[src/rtl/tlu_trigger_buffer_pkg.sv]
// tlu_trigger_buffer_pkg: shared types for the trigger-word elastic buffer
package tlu_trigger_buffer_pkg;

    typedef enum logic {
        IDLE  = 1'b0,
        ARMED = 1'b1
    } preempt_state_t;

endpackage

[src/rtl/tlu_trigger_buffer_mem.sv]
// tlu_trigger_buffer_mem: DEPTHx32 register array, one write port, one async read port
// Ports: BUS_CLK clock; we/waddr/wdata write port; raddr/rdata combinational read port.
module tlu_trigger_buffer_mem #(
    parameter int DEPTH = 16
) (
    input  logic                     BUS_CLK,
    input  logic                     we,
    input  logic [$clog2(DEPTH)-1:0] waddr,
    input  logic [31:0]              wdata,
    input  logic [$clog2(DEPTH)-1:0] raddr,
    output logic [31:0]              rdata
);

    logic [31:0] mem [DEPTH];

    always_ff @(posedge BUS_CLK)
        if (we) mem[waddr] <= wdata;

    assign rdata = mem[raddr];

endmodule

[src/rtl/tlu_trigger_buffer.sv]
// tlu_trigger_buffer: FWFT elastic buffer for TLU trigger words with backpressure and preempt request
// Ports: BUS_CLK/BUS_RST_N clock and async active-low reset; IN_FIFO_* upstream FWFT port
// (IN_FIFO_READ pops it); OUT_FIFO_* downstream FWFT port; IN_NEAR_FULL backpressure;
// WORD_COUNT occupancy; LOST_COUNT saturating count of reads issued while empty.
module tlu_trigger_buffer
    import tlu_trigger_buffer_pkg::*;
#(
    parameter int DEPTH           = 16,
    parameter int NEAR_FULL_LEVEL = 12,
    parameter int PREEMPT_LEVEL   = 8
) (
    input  logic                   BUS_CLK,
    input  logic                   BUS_RST_N,
    input  logic                   IN_FIFO_EMPTY,
    input  logic [31:0]            IN_FIFO_DATA,
    input  logic                   IN_FIFO_PREEMPT_REQ,
    output logic                   IN_FIFO_READ,
    output logic                   IN_NEAR_FULL,
    input  logic                   OUT_FIFO_READ,
    output logic                   OUT_FIFO_EMPTY,
    output logic [31:0]            OUT_FIFO_DATA,
    output logic                   OUT_FIFO_PREEMPT_REQ,
    output logic [$clog2(DEPTH):0] WORD_COUNT,
    output logic [15:0]            LOST_COUNT
);

    localparam int AW = $clog2(DEPTH);
    localparam int CW = AW + 1;

    logic [AW-1:0]  wr_ptr, rd_ptr;
    logic [CW-1:0]  count;
    logic           en, push, pop;
    preempt_state_t state, state_nxt;

    // en holds pushes off for the first cycle after reset release and drops them asynchronously on reset
    assign push                 = en && !IN_FIFO_EMPTY && count < CW'(DEPTH);
    assign pop                  = OUT_FIFO_READ && count != '0;
    assign IN_FIFO_READ         = push;
    assign OUT_FIFO_EMPTY       = count == '0;
    assign WORD_COUNT           = count;
    assign OUT_FIFO_PREEMPT_REQ = state == ARMED;

    tlu_trigger_buffer_mem #(.DEPTH(DEPTH)) u_mem (
        .BUS_CLK(BUS_CLK),
        .we     (push),
        .waddr  (wr_ptr),
        .wdata  (IN_FIFO_DATA),
        .raddr  (rd_ptr),
        .rdata  (OUT_FIFO_DATA)
    );

    always_ff @(posedge BUS_CLK or negedge BUS_RST_N)
        if (!BUS_RST_N) begin
            en           <= 1'b0;
            wr_ptr       <= '0;
            rd_ptr       <= '0;
            count        <= '0;
            IN_NEAR_FULL <= 1'b0;
            LOST_COUNT   <= '0;
            state        <= IDLE;
        end else begin
            en           <= 1'b1;
            wr_ptr       <= wr_ptr + AW'(push);
            rd_ptr       <= rd_ptr + AW'(pop);
            count        <= count + CW'(push) - CW'(pop);
            IN_NEAR_FULL <= count >= CW'(NEAR_FULL_LEVEL);
            if (OUT_FIFO_READ && OUT_FIFO_EMPTY && LOST_COUNT != 16'hFFFF)
                LOST_COUNT <= LOST_COUNT + 16'd1;
            state        <= state_nxt;
        end

    // hysteresis: arm on level or upstream request, release only once fully drained
    always_comb begin
        state_nxt = state;
        state_nxt = (state == IDLE)
            ? ((count >= CW'(PREEMPT_LEVEL) || IN_FIFO_PREEMPT_REQ) ? ARMED : IDLE)
            : ((count == '0 && !IN_FIFO_PREEMPT_REQ) ? IDLE : ARMED);
    end

endmodule

[config.mk]
export PLATFORM = sky130hd
export DESIGN_NAME = tlu_trigger_buffer
export DESIGN_NICKNAME = d
export VERILOG_FILES = /design/src/rtl/tlu_trigger_buffer_pkg.sv /design/src/rtl/tlu_trigger_buffer_mem.sv /design/src/rtl/tlu_trigger_buffer.sv
export SDC_FILE = /design/constraint.sdc
export NUM_CORES = 1
export LEC_CHECK = 0
export ABC_AREA = 1
export BUFFER_PORTS_ARGS = -buffer_cell sky130_fd_sc_hd__buf_4
export CAP_MARGIN = 20
export CORE_ASPECT_RATIO = 1.25
export CORE_MARGIN = 3
export CORE_UTILIZATION = 45
export DETAILED_ROUTE_END_ITERATION = 8
export MAX_ROUTING_LAYER = met4
export PLACE_DENSITY = 0.68
export RECOVER_POWER = 25
export SETUP_SLACK_MARGIN = 0.4
export SLEW_MARGIN = 20
export SYNTH_ARGS = -nofsm -noshare
export SYNTH_HDL_FRONTEND = slang
export SYNTH_SLANG_ARGS = --single-unit
[constraint.sdc]
create_clock -name BUS_CLK -period 3 [get_ports BUS_CLK]
set_clock_uncertainty 0.2 [all_clocks]
set_input_delay 0.6 -clock BUS_CLK [delete_from_list [all_inputs] [get_ports BUS_CLK]]
set_output_delay 0.6 -clock BUS_CLK [all_outputs]
set_load 0.01 [all_outputs]
# Yosys cells after proc, flatten, opt, wreduce, memory -nomap -nowiden
# Memories as Yosys holds them, arrays and structs flattened.
# Cells that the tools add are included.
# op_classes
muxes	5
order_cmp	3
n_addsub	5
eq_ne	1
reduce_logical	11
# op_table
cell	n
$add 16x1->16 const B	1
$ne 16x16->1 const B	1
$ge 5x4->1 const B	2
$add 4x1->4	2
$logic_and 1x1->1	6
$add 5x1->5	1
$logic_not 5->1	1
$lt 5x5->1 const B	1
$mux 1	5
$reduce_bool 5->1	1
$sub 5x1->5	1
$logic_not 1->1	2
$logic_or 1x1->1	1
# totals
regBits	32
inputBits	37
output_inout_bits	57
ram_bits	512
mem_count	1
# memory_table
name	words	width	rd	rd_clocked_by_memory_dff	wr	line_no	text
u_mem.mem	16	32	1	0	1	tlu_trigger_buffer_mem.sv:14	logic [31:0] mem [DEPTH];

# Logic depth before layout (Yosys ltp)
# Gate-level depths: netlist (run 1).
# depth
depth_word	5
depth_mapped	13

# Cells and area by module
# From an unflattened synthesis (run 1), not the netlist that was laid out.
# hier_totals
hier_cells	2307
hier_area_um2	23892.9
# by_module_without_submodules
module	n_inst	area_per_inst_um2	cells_each	seq_area_each_um2
tlu_trigger_buffer_mem	1	22089.9	2088	15374.7
tlu_trigger_buffer	1	1803.0	219	800.8

# Least setup slack after synthesis (run 1)
# OpenSTA, ideal clock, no wires.
# synth_path
path_type	input port to flip-flop
startpoint	input IN_FIFO_EMPTY
endpoint	memory u_mem.mem[0][0], enable pin
arrival_ps	2921
t_required_ps	2379
path_slack_ps	-542
path_buffers	0
path_stages	3
setup_time_ps	421
path_cell_list	nor3b_1 nand3_1 nor2_1
# synth_between
elab_chain_len	5
# synth_rtl
item	line_no	text
start: declaration	tlu_trigger_buffer.sv:14	input logic IN_FIFO_EMPTY,
$logic_not 1->1	tlu_trigger_buffer.sv:36	assign push = en && !IN_FIFO_EMPTY && count < CW'(DEPTH);
$logic_and 1x1->1 (2 in series)	tlu_trigger_buffer.sv:36	
$mux 1	tlu_trigger_buffer_mem.sv:17	if (we) mem[waddr] <= wdata;
$mux 1 (implied by the code)	tlu_trigger_buffer_mem.sv:17	
end: declaration	tlu_trigger_buffer_mem.sv:14	
# No other way between the ends.

# Worst setup path in the final report (run 1)
# layout_path
startpoint	register rd_ptr[0]
endpoint	output OUT_FIFO_DATA[18]
# layout_between
elab_chain_len	1
# layout_rtl
item	line_no	text
start: declaration	tlu_trigger_buffer.sv:30	logic [AW-1:0] wr_ptr, rd_ptr;
start signal: assignment	tlu_trigger_buffer.sv:64	rd_ptr <= rd_ptr + AW'(pop);
$mem_v2 16x32	-	
end: declaration	tlu_trigger_buffer.sv:21	output logic [31:0] OUT_FIFO_DATA,
# No other way between the ends.

==> flow_summary.ini, run 1 <==
[status]
status = finished, violations left
violations = negative setup slack

[placement]
port_buffers = 93
placed_cells = 2563
routabilityCongestion = 0.7984
dpl.hpwl_mm = 27.75

[detailed_routing]
wirelength_met1_mm = 22.13
viasPerCell = 5.525
postRouteAntennaNets = 0
dr.first_iter.drc_count = 1553
vias = 14830
drt-total-wl_mm = 57.08
wl_met3_mm = 4.542
top_layer = met4
routedWlPerCell_um = 21.27
met2_length_mm = 28.78
firstDrtPassIters = 5
route.detailed.drc = 0

[synth]
yosysSeqAreaShare_pct = 72.47
syn_nets = 1937
syn_inst = 1885
ys.warnings.count = 0
synth.avg_cell_area_um2 = 11.84
netlist_area_um2 = 22320
ys_types = 28
ys_ff_latch = 544

[floorplanning]
die_h_um = 255
die_w_um = 205.2
die_area_um2 = 52330
initial_core_util_pct = 45.88
rows = 90
ioPinCount = 94
core_um2 = 48650

[cts]
numCtsBuffers = 50
max-clock-path-buffers = 3
clock_latency_ps = 560
cts_tree = built
cts.clk_slew.worst_paths_ps = 60
clock_sinks = 544
cts-root-buf = clkbuf_16
htreeDepth = 2

[worst_setup_path]
worstPathArrival_ps = 2260
path_class = flop to output pin
critical_path.max_fanout = 42
worstPathRequired_ps = 2200
endpoint_kind = output pin
cp-start-kind = flop

[sta]
finalSetupViolCount = 3
final-hold-violation-count = 0
fmaxAchievable_mhz = 327.1
min_period_ps = 3057
rsz0062_at_grt = true
drv_slew = 0
finalHoldWorstSlack_ps = 42.69
slew_headroom_pct = 51.81
finalWorstSetupSlack_ps = -56.77
period_share_pct = 101.9
tightest_slew_ps = 722.8

[global_route]
antenna_found_initial = 3
grt_pass1_wl_mm = 85.29
grt_max_degree = 67
grt_overflow = 0
track_usage_pct = 21.88
grt_pass1_vias = 14640

[finish]
drive_gt1_share_pct = 13.79
final_nets = 2053
syn2layout_area_growth_pct = 18.76
final_util_pct = 54.49
fillers = 3935
mostFrequentLayoutCell = edfxtp_1
instances_no_fill = 2684
mostFrequentLayoutCells = 512 x edfxtp_1, 300 x nor2_1, 297 x nand2_1

[job]
drv_cap = 0

[power]
power_density_nw_per_um2 = 938.3
vdd_drop_max_v = 0.0005783
p_leak_nw = 9.539
power_mw = 24.87

[hold_path]
worstHoldPathType = input pin to flop
==> metal layers <==
layer,vias up,global-route usage [%]
li1,6822,-
met1,7200,27.26
met2,690,36.74
met3,117,3.676
met4,0,7.130
met5,-,-
==> Yosys cell counts, drive strengths merged <==
master | count | share of area (%)
nor3b | 1 | 0.034
o21ai | 163 | 3.7
nor2 | 332 | 5.6
xnor2 | 8 | 0.31
conb | 1 | 0.017
fa | 1 | 0.090
edfxtp | 512 | 69
nand2 | 305 | 5.1
clkinv | 2 | 0.034
clkbuf | 35 | 0.59
nand4 | 6 | 0.17
xor2 | 6 | 0.24
dfrtp | 32 | 3.6
nand3 | 208 | 4.7
o211ai | 69 | 2.3
ha | 14 | 0.78
buf | 71 | 1.7
inv | 108 | 1.8
a21oi | 11 | 0.25
==> final cells by class <==
cell class,count,area [µm²],area share (%)
tap,644,805.8,3.040
multi-input combinational,1125,5487,20.70
inverter,110,441.7,1.666
clock buffer,63,1364,5.145
antenna,3,7.507,0.02832
sequential,544,16180,61.05
timing repair buffer,168,2027,7.647
timing repair inverter,2,20.02,0.07552
clock inverter,25,172.7,0.6514
==> sequential cells by signal, summed over array words and instances (netlist names) <==
register / count
rd_ptr: 4
wr_ptr: 4
OUT_FIFO_PREEMPT_REQ: 1
LOST_COUNT: 16
en: 1
IN_NEAR_FULL: 1
WORD_COUNT: 5
u_mem.mem: 512
==> final timing paths <==
path	from	slack, ps	cells after the start	to
worst max-delay path	rd_ptr[0]	-60	8	OUT_FIFO_DATA[18]
worst min-delay path	IN_FIFO_PREEMPT_REQ	40	3	OUT_FIFO_PREEMPT_REQ
worst max register to register	WORD_COUNT[4]	500	12	WORD_COUNT[4]
worst min register to register	OUT_FIFO_PREEMPT_REQ	300	1	OUT_FIFO_PREEMPT_REQ
max in group asynchronous	BUS_RST_N	1900	2	rd_ptr[0]
min in group asynchronous	BUS_RST_N	350	2	LOST_COUNT[4]
==> power breakdown <==
| part | switching [mW] | internal (mW) |
|---|---|---|
| combinational | 6.13 | 3.86 |
| sequential | 0.208 | 8.65 |
| clock | 2.65 | 3.38 |
==> timing repair <==
| item | 4_1_cts | 5_1_grt |
|---|---|---|
| hold buffers | 1 | 0 |
| setup endpoints to repair | 33 | 33 |
| pin swaps | 4 | 11 |
| hold endpoints to repair | 32 | 0 |
| buffers inserted | 4 | 4 |
| resized for setup | 93 | 39 |
| cloned | 14 | 7 |
==> metrics by stage <==
step	setup WS (ps)	setup TNS (ps)	instance area [µm²]
after floorplan	395.1	0	22450
after global placement	340.1	0	24170
after detailed placement	316.7	0	24170
after CTS	-16.80	-81.93	26310
after global routing	-121.7	-2657	26510
final	-56.77	-58.76	26510
==> critical path, cell delays in order (launching register included) <==
cell	delay, ps
dfrtp_4	460
buf_12	210
inv_16	80
buf_16	190
o21ai_0	250
nand3_1	120
nand3_1	140
nand2_1	80
buf_4	140
==> logic make-up (layout without fill, tap and decap cells) <==
family / after synthesis / after routing / share of synthesized area, %
AND/OR/NAND/NOR: 852 / 852 / 15.67
flip-flops: 544 / 544 / 72.47
AO/OA/AOI/OAI: 243 / 243 / 6.273
buffers and inverters: 216 / 368 / 4.148
adder cells (fa/ha/maj): 15 / 15 / 0.8745
XOR/XNOR: 14 / 14 / 0.5494
other: 1 / 4 / 0.01680
Note: power is estimated with default switching activity, not from simulation.
==> run 2, diff against run 1 <==
Settings changed: CORE_ASPECT_RATIO 1.25 to default, TNS_END_PERCENT from default to 100.
==> flow_summary.ini, run 2 (synthesized netlist as in run 1, its figures left out) <==
[status]
violations = negative setup slack
status = finished, violations left

[finish]
final_util_pct = 56.45
multi_input_area_um2 = 5639
top_register = u_mem.mem
stdcell_area_um2 = 27290
fillers = 3856
mostFrequentLayoutCells = 512 x edfxtp_1, 290 x nand2_1, 271 x nor2_1
syn2layout_area_growth_pct = 22.28
mostFrequentLayoutCell = edfxtp_1
seqCellArea_um2 = 16180
drive_gt1_share_pct = 17.98
final_nets = 2090
largest_reg_flops = 512
instances_no_fill = 2737

[cts]
cts_tree = built
clock_sinks = 544
cts-root-buf = clkbuf_16
clock_latency_ps = 600
numCtsBuffers = 54
htreeDepth = 2
cts.clk_slew.worst_paths_ps = 60
max-clock-path-buffers = 3

[global_route]
grt_overflow = 0
grt_pass1_wl_mm = 86.40
grt_max_degree = 58
grt_pass1_vias = 14540
antenna_found_initial = 1
track_usage_pct = 22.02

[detailed_routing]
drt-total-wl_mm = 59.18
dr.first_iter.drc_count = 1417
viasPerCell = 5.461
route.detailed.drc = 0
postRouteAntennaNets = 0
firstDrtPassIters = 5
vias = 14950
routedWlPerCell_um = 21.62

[worst_setup_path]
worst-path-buf-inv = 4
worstPathRequired_ps = 2200
cp_top_family = buffers and inverters
path_class = flop to output pin
critical_path.max_fanout = 11
worstPathCellList = buf_12 > clkbuf_16 > clkbuf_16 > o21ai_0 > nand3_1 > nand3_1 > nand2_2 > buf_4
crit_path_max_incr_delay_ps = 510
endpoint_kind = output pin
worstPathArrival_ps = 2320
cp-start-kind = flop
cpMaxStageDelayCell = dfrtp_4

[sta]
finalSetupViolCount = 31
slew_headroom_pct = 46.48
rsz0062_at_grt = true
drv_slew = 0
final-hold-violation-count = 0
min_period_ps = 3124
period_share_pct = 104.1
finalWorstSetupSlack_ps = -124.0
fmaxAchievable_mhz = 320.1
tightest_slew_ps = 802.8

[floorplanning]
die_w_um = 228.7
die_h_um = 228.7
rows = 80
core_um2 = 48350
initial_core_util_pct = 46.17
die_area_um2 = 52310
ioPinCount = 94

[power]
power_density_nw_per_um2 = 968.7
p_leak_nw = 9.938
vdd_drop_max_v = 0.0006483

[placement]
placed_cells = 2591
dpl_cell_area_um2 = 24210
port_buffers = 93
dp_slack_ps = 324.8
routabilityCongestion = 0.7785
dpl.hpwl_mm = 30.50

[job]
drv_cap = 0

[hold_path]
worstHoldPathType = input pin to flop
==> run 2: cell types whose count changed in the layout (fill, tap and decap cells not counted), sizes merged, moves of 2 or more <==
| cell | delta |
|---|---|
| clkbuf | +12 |
| bufinv | +4 |
| buf | +24 |
| inv | -2 |
| diode | -2 |
| bufbuf | +3 |
==> run 2: stage by stage <==
step | hold slack [ps] | power [mW] | setup TNS (ps)
floorplan | 104.4 | 14.15 | 0
global placement | 312.8 | 17.16 | 0
detailed placement | 316.6 | 17.28 | 0
CTS | 75.43 | 25.28 | -3273
global route | 128.3 | 27.72 | -4772
finish | 116.9 | 26.44 | -2212
==> run 2: layout make-up <==
type,instances,area share [%]
diodes,1,0.009169
repair inverters,2,0.07335
clock buffers,70,5.478
clock inverters,28,1.064
flip-flops and latches,544,59.30
multi-input cells,1125,20.66
inverters,110,1.655
repair buffers,201,8.752
well taps,656,3.007
==> run 2: path summary, 6_finish.rpt <==
check | endpoint | slack [ps] | startpoint | depth (start not counted)
hold reg to reg | OUT_FIFO_PREEMPT_REQ | 320 | OUT_FIFO_PREEMPT_REQ | 1
max in group asynchronous | rd_ptr[0] | 1960 | BUS_RST_N | 2
setup reg to reg | u_mem.mem[8][25] | 530 | WORD_COUNT[4] | 6
setup / recovery | OUT_FIFO_DATA[26] | -120 | rd_ptr[0] | 8
min in group asynchronous | LOST_COUNT[9] | 290 | BUS_RST_N | 2
hold / removal | u_mem.mem[11][1] | 120 | IN_FIFO_DATA[1] | 1
==> run 2: timing repair <==
| action | 4_1_cts | 5_1_grt |
|---|---|---|
| endpoints found under the hold margin | 33 | 0 |
| setup buffers | 11 | 7 |
| hold buffers | 2 | 0 |
| setup endpoints to repair | 34 | 34 |
| cloned | 12 | 15 |
| resized for setup | 56 | 149 |
| pin swaps | 21 | 55 |
==> run 2: where the power goes <==
part	switching [mW]	internal [mW]	total (mW)
sequential	0.237	8.66	8.89
clock	2.78	4.01	6.79
combinational	6.33	4.42	10.8
==> run 2: metal layers <==
| metal | global-route usage, % | wire length (µm) | vias up |
|---|---|---|---|
| met3 | 3.527 | 4625 | 108 |
| met1 | 28.25 | 23850 | 7302 |
| li1 | - | - | 6901 |
| met5 | - | 0 | - |
| met4 | 7.597 | 1595 | 0 |
| met2 | 35.93 | 29110 | 635 |
